$ cat src/rtl/cordic_pkg.sv
// Shared definitions for the CORDIC arbiter: Q16.16 format, opt codes and
// the arbiter FSM state encoding.
package cordic_pkg;

    localparam int Q_WIDTH = 32;
    localparam int Q_FRAC  = 16;

    localparam logic [1:0] OPT_COS  = 2'b00;
    localparam logic [1:0] OPT_SIN  = 2'b01;
    localparam logic [1:0] OPT_BOTH = 2'b10;

    typedef enum logic [1:0] {
        ST_IDLE,
        ST_BUSY,
        ST_RESP,
        ST_DRAIN
    } arb_state_e;

endpackage

$ cat src/rtl/rr_arbiter.sv
// Round-robin grant: the first asserted request at or after last+1 (mod N)
// wins. Purely combinational; the caller owns the last-grant register.
module rr_arbiter #(
    parameter int N  = 4,
    parameter int IW = (N > 1) ? $clog2(N) : 1
) (
    input  logic [N-1:0]  req_i,
    input  logic [IW-1:0] last_i,
    output logic [N-1:0]  gnt_o,
    output logic [IW-1:0] gnt_idx_o,
    output logic          any_o
);

    logic [IW-1:0] idx;
    logic          found;

    // Scan N positions starting just past the previous winner.
    always_comb begin
        gnt_o     = '0;
        gnt_idx_o = '0;
        found     = 1'b0;
        idx       = '0;
        for (int k = 1; k <= N; k++) begin
            idx = IW'((int'(last_i) + k) % N);
            if (!found && req_i[idx]) begin
                found      = 1'b1;
                gnt_o[idx] = 1'b1;
                gnt_idx_o  = idx;
            end
        end
    end

    assign any_o = |req_i;

endmodule

$ cat src/rtl/cordic_arbiter.sv
// Shares one iterative cordic core among N_REQ requesters with round-robin
// arbitration and a one-hot valid/ready response channel.
// Optional feature: define CORDIC_ARB_TIMEOUT_EN to abort an operation whose
// core never signals done within TIMEOUT cycles (response flagged rsp_err).
module cordic_arbiter
    import cordic_pkg::*;
#(
    parameter int N_REQ   = 4,
    parameter int TIMEOUT = 64
) (
    input  logic                     clk,
    input  logic                     reset,
    input  logic [N_REQ-1:0]         req_valid,
    output logic [N_REQ-1:0]         req_ready,
    input  logic [Q_WIDTH*N_REQ-1:0] req_angle,
    input  logic [2*N_REQ-1:0]       req_opt,
    output logic [N_REQ-1:0]         rsp_valid,
    input  logic [N_REQ-1:0]         rsp_ready,
    output logic [Q_WIDTH-1:0]       rsp_sin,
    output logic [Q_WIDTH-1:0]       rsp_cos,
    output logic                     rsp_err,
    output logic [Q_WIDTH-1:0]       cordic_angle,
    output logic [1:0]               cordic_opt,
    output logic                     cordic_enable,
    input  logic [Q_WIDTH-1:0]       cordic_sin,
    input  logic [Q_WIDTH-1:0]       cordic_cos,
    input  logic                     cordic_done
);

    localparam int IW = (N_REQ > 1) ? $clog2(N_REQ) : 1;

    if (N_REQ < 2 || N_REQ > 8 || TIMEOUT < 1) begin : g_bad_cfg
        $error("cordic_arbiter: N_REQ must be 2..8 and TIMEOUT >= 1");
    end

    arb_state_e         state_q, state_d;
    logic [IW-1:0]      last_q, last_d;
    logic [Q_WIDTH-1:0] angle_q, angle_d;
    logic [1:0]         opt_q, opt_d;
    logic [Q_WIDTH-1:0] sin_q, sin_d;
    logic [Q_WIDTH-1:0] cos_q, cos_d;

    logic [N_REQ-1:0]   gnt;
    logic [IW-1:0]      gnt_idx;
    logic               gnt_any;

`ifdef CORDIC_ARB_TIMEOUT_EN
    localparam int CW = $clog2(TIMEOUT + 1);
    logic          err_q, err_d;
    logic [CW-1:0] cnt_q, cnt_d;
`endif

    rr_arbiter #(.N(N_REQ), .IW(IW)) u_rr (
        .req_i     (req_valid),
        .last_i    (last_q),
        .gnt_o     (gnt),
        .gnt_idx_o (gnt_idx),
        .any_o     (gnt_any)
    );

    // Next-state and datapath capture; everything holds unless a transition fires.
    always_comb begin
        state_d = state_q;
        last_d  = last_q;
        angle_d = angle_q;
        opt_d   = opt_q;
        sin_d   = sin_q;
        cos_d   = cos_q;
`ifdef CORDIC_ARB_TIMEOUT_EN
        err_d   = err_q;
        cnt_d   = cnt_q;
`endif
        unique case (state_q)
            ST_IDLE: begin
                if (gnt_any) begin
                    last_d  = gnt_idx;
                    angle_d = req_angle[Q_WIDTH*gnt_idx +: Q_WIDTH];
                    opt_d   = req_opt[2*gnt_idx +: 2];
                    state_d = ST_BUSY;
`ifdef CORDIC_ARB_TIMEOUT_EN
                    cnt_d   = '0;
`endif
                end
            end
            ST_BUSY: begin
                if (cordic_done) begin
                    sin_d   = cordic_sin;
                    cos_d   = cordic_cos;
                    state_d = ST_RESP;
`ifdef CORDIC_ARB_TIMEOUT_EN
                    err_d   = 1'b0;
                end else if (cnt_q == CW'(TIMEOUT - 1)) begin
                    // Core never answered: return a zeroed, error-flagged result.
                    sin_d   = '0;
                    cos_d   = '0;
                    err_d   = 1'b1;
                    state_d = ST_RESP;
                end else begin
                    cnt_d   = cnt_q + 1'b1;
`endif
                end
            end
            ST_RESP: begin
                if (rsp_ready[last_q]) state_d = ST_DRAIN;
            end
            ST_DRAIN: begin
                // A core may hold done high after enable drops; wait it out.
                if (!cordic_done) state_d = ST_IDLE;
            end
            default: state_d = ST_IDLE;
        endcase
    end

    // State and operand/result registers; last grant resets so requester 0 wins first.
    always_ff @(posedge clk or negedge reset) begin
        if (!reset) begin
            state_q <= ST_IDLE;
            last_q  <= IW'(N_REQ - 1);
            angle_q <= '0;
            opt_q   <= '0;
            sin_q   <= '0;
            cos_q   <= '0;
`ifdef CORDIC_ARB_TIMEOUT_EN
            err_q   <= 1'b0;
            cnt_q   <= '0;
`endif
        end else begin
            state_q <= state_d;
            last_q  <= last_d;
            angle_q <= angle_d;
            opt_q   <= opt_d;
            sin_q   <= sin_d;
            cos_q   <= cos_d;
`ifdef CORDIC_ARB_TIMEOUT_EN
            err_q   <= err_d;
            cnt_q   <= cnt_d;
`endif
        end
    end

    // req_ready is gated by reset so no accept strobe shows while reset is held.
    assign req_ready     = (state_q == ST_IDLE && reset) ? gnt : '0;
    assign cordic_enable = (state_q == ST_BUSY);
    assign rsp_valid     = (state_q == ST_RESP) ? (N_REQ'(1) << last_q) : '0;
    assign rsp_sin       = sin_q;
    assign rsp_cos       = cos_q;
    assign cordic_angle  = angle_q;
    assign cordic_opt    = opt_q;
`ifdef CORDIC_ARB_TIMEOUT_EN
    assign rsp_err       = err_q;
`else
    assign rsp_err       = 1'b0;
`endif

endmodule

$ cat config.mk
export PLATFORM = sky130hd
export DESIGN_NAME = cordic_arbiter
export DESIGN_NICKNAME = d
export VERILOG_FILES = /design/src/rtl/cordic_pkg.sv /design/src/rtl/rr_arbiter.sv /design/src/rtl/cordic_arbiter.sv
export SDC_FILE = /design/constraint.sdc
export NUM_CORES = 1
export LEC_CHECK = 0
export BUFFER_PORTS_ARGS = -buffer_cell sky130_fd_sc_hd__buf_4
export CAP_MARGIN = 20
export CELL_PAD_IN_SITES_DETAIL_PLACEMENT = 1
export CELL_PAD_IN_SITES_GLOBAL_PLACEMENT = 1
export CORE_AREA = 4 4 140 142
export CTS_CLUSTER_SIZE = 24
export DETAILED_ROUTE_END_ITERATION = 12
export DIE_AREA = 0 0 144 146
export GPL_ROUTABILITY_DRIVEN = 0
export HOLD_SLACK_MARGIN = 0.06
export PLACE_DENSITY = 0.76
export SETUP_SLACK_MARGIN = 0.02
export SYNTH_ARGS = -nofsm -noshare
export SYNTH_HDL_FRONTEND = slang
export SYNTH_HIERARCHICAL = 1
export SYNTH_SLANG_ARGS = --single-unit
$ cat constraint.sdc
create_clock -name clk -period 3.46 [get_ports clk]
set_input_delay 0.173 -clock clk [delete_from_list [all_inputs] [get_ports clk]]
set_output_delay 0.173 -clock clk [all_outputs]
set_load 0.03 [all_outputs]
==> results by group <==
Status
  • Status: finished, final reports clean

Power and ir drop
  • VDD IR max: 0.554 mV
  • Tot Pwr: 8550 uW
  • PD cells: 965 nW/um^2
  • Static leakage: 0.00415 uW

Global routing
  • Met2 Usage GRT: 0.328
  • First-pass GRT wire length: 29600 um
  • Initial antenna violation count: 0
  • Vias in the first global route: 5225
  • Met3 GRT Util: 0.0467
  • Largest net degree at the start of global routing: 66
  • Most Crowded Layer GR: met2
  • GRT Overall Usage: 0.182
  • Remaining Overflow, GRT: 0
  • GR Layer Usage met1: 0.209

Die
  • Num rows: 50
  • IO Pins: 319
  • Die width: 144 um
  • Die H: 146 um
  • Area of the core: 18500 um^2
  • Die ar.: 21000 um^2
  • Initial Util: 0.292

Yosys
  • Yosys warnings: 6
  • Seq cells post-synth: 102
  • Syn Inst Count: 359
  • Sequential share of the synthesized area: 0.474
  • Largest cells by area after synthesis: dfrtp_1, mux2_2, mux4_2, ha_1, mux4_1
  • Mapped Area: 5390 um^2
  • EDFF count, synth: 0
  • Commonest cells post-synth: mux2_2, dfrtp_1, mux4_2
  • Syn_nets: 583
  • Most frequent cell after synthesis: mux2_2
  • Async S/R FF share, synth: 1.00
  • Synth Area per Inst: 15.0 um^2
  • Ys flop type: dfrtp_1
  • Cell variety after synth: 43
  • Synth area leader: dfrtp_1
  • Yosys top cell area share: 0.464

STA
  • Hold_ws: 0.0808 ns
  • Fmax achieved: 313 MHz
  • Finish-stage setup viols: 0
  • Slew Limit Fails: 0
  • Unrepaired setup endpoints after global routing: no
  • Final period util: 0.923
  • Fin. Hold Viols: 0
  • Post-route clock skew: 0.0105 ns
  • Post-route setup TNS: 0 ns
  • Minimum clock period: 3.19 ns
  • Slew @ Worst Pin: 1.11 ns
  • Max-slew headroom: 0.259

Worst hold path
  • Hold depth: 2
  • Hold EP: rsp_cos[2]
  • Worst hold start: cordic_cos[2]
  • Hold crit path type: primary input to flop

Finish
  • Layout cells sized above 1: 0.658
  • Non-filler cells in the finished layout: 968
  • N_diodes: 0
  • Layout area overhead: 64.3%
  • Nets: 953

Clock network
  • Clock buffer depth: 2
  • H-tree depth: 3
  • Sink Count: 102
  • CTS tree: yes
  • Worst-Skew Late Latency: 0.35 ns
  • Total CTS buffers: 9
  • Root Buffer: clkbuf_16
  • Postcts setup bufs: 0
  • Clock transition at path regs: 0.08 ns

Setup path
  • Critical path data required time: 3.70 ns
  • CP arrival: 3.44 ns
  • CP Max Fanout: 29
  • Worst setup SP type: flop
  • R2r startpoint: last_q[1]
  • Crit Path Class: flop to flop
  • R2R cell count: 9
  • Reg2Reg Setup Slack: 0.27 ns
  • Setup crit end kind: flop
  • Reg2reg end: cordic_angle[15]

Route
  • DRT Pass-1 Iters: 4
  • Routed Antenna Nets: 0
  • Vias: 4681
  • Drt wl/cell: 20.6 um
  • Number of vias per cell: 4.84
  • Final wirelength: 19900 um
  • Residual DRC: 0
  • DR iter-0 viols: 102

Place
  • DP HPWL: 14600 um
  • DP Cell Count: 894
  • PortBufs: 317

Job
  • Max-capacitance violation count: 0
==> layer usage <==
layer / vias to the layer above / wire length, um / part of all wire
met3: 33 / 1570 / 0.079
met1: 2318 / 7310 / 0.37
met2: 230 / 10500 / 0.53
li1: 2100 / - / -
met5: - / 0 / 0
met4: 0 / 525 / 0.026
==> how the worst max path moves through the flow <==
stage | end | start | depth (start not counted)
after floorplan | cordic_angle[19] | last_q[0] | 12
after global placement | cordic_angle[14] | last_q[1] | 9
after detailed placement | cordic_angle[15] | last_q[1] | 9
after CTS | cordic_angle[15] | last_q[1] | 9
after global routing | cordic_angle[15] | last_q[1] | 9
final | cordic_angle[15] | last_q[1] | 9
==> critical path, stage by stage (launching register included) <==
cell	delay, ns
dfstp_2	0.53
inv_1	0.13
ha_1	0.56
nor2b_1	0.14
a22oi_1	0.21
o211ai_1	0.16
a21oi_4	0.22
buf_12	0.25
mux4_1	0.59
mux2_2	0.27
==> cell families (layout without fill, tap and decap cells) <==
kind of cell    after synthesis  in the layout  synth area share
mux                         141            141             0.373
flops                       102            102             0.474
simple gates                 44             44            0.0436
buf+inv                      30            405            0.0378
compound gates               28             28            0.0411
fa+ha+maj                    13             13            0.0302
other cells                   1              1          0.000696
==> layout make-up <==
cell class	instances	area, um^2
timing repair buffer	383	3050
fill	1932	9600
inverter	6	22.5
tap	234	293
clock buffer	9	225
sequential	102	2550
multi-input combinational	227	2650
clock inverter	7	65.1
==> state kept, by name (all words and copies together) (netlist names) <==
register	flops
cordic_angle	32
cordic_opt	2
rsp_cos	32
rsp_sin	32
state_q	2
last_q	2
==> report_power, final <==
part	total, uW	internal (uW)	switching [uW]	leakage, uW
sequential	2210	1830	378	0.00120
combinational	5320	2470	2860	0.00280
clock	1020	509	510	0.000146
==> cell usage in the layout (no fill, tap or decap), types with 5 or more instances in the layout <==
master | netlist | final
buf_4 | 3 | 323
mux2_2 | 103 | 103
dfrtp_1 | 100 | 100
dlygate4sd3_1 | 0 | 58
mux4_2 | 31 | 31
ha_1 | 13 | 13
nand2_1 | 13 | 12
clkbuf_16 | 0 | 9
nor2_1 | 8 | 7
inv_1 | 6 | 6
and3_1 | 5 | 5
o21ai_0 | 5 | 5
mux4_1 | 5 | 5
==> timing repair <==
action,CTS,global route
hold buffers,56,2
resized for setup,0,0
hold endpoints to repair,90,2
==> metrics by stage <==
stage                     cell area, um^2  worst slack (ns)   util
after global placement               7990             0.399  0.433
final                                8860             0.265  0.480
after detailed placement             7990             0.220  0.433
after CTS                            8840             0.230  0.479
after floorplan                      5390             0.219      -
after global routing                 8860            0.0435  0.480
Power figures use the tool's default switching activity.
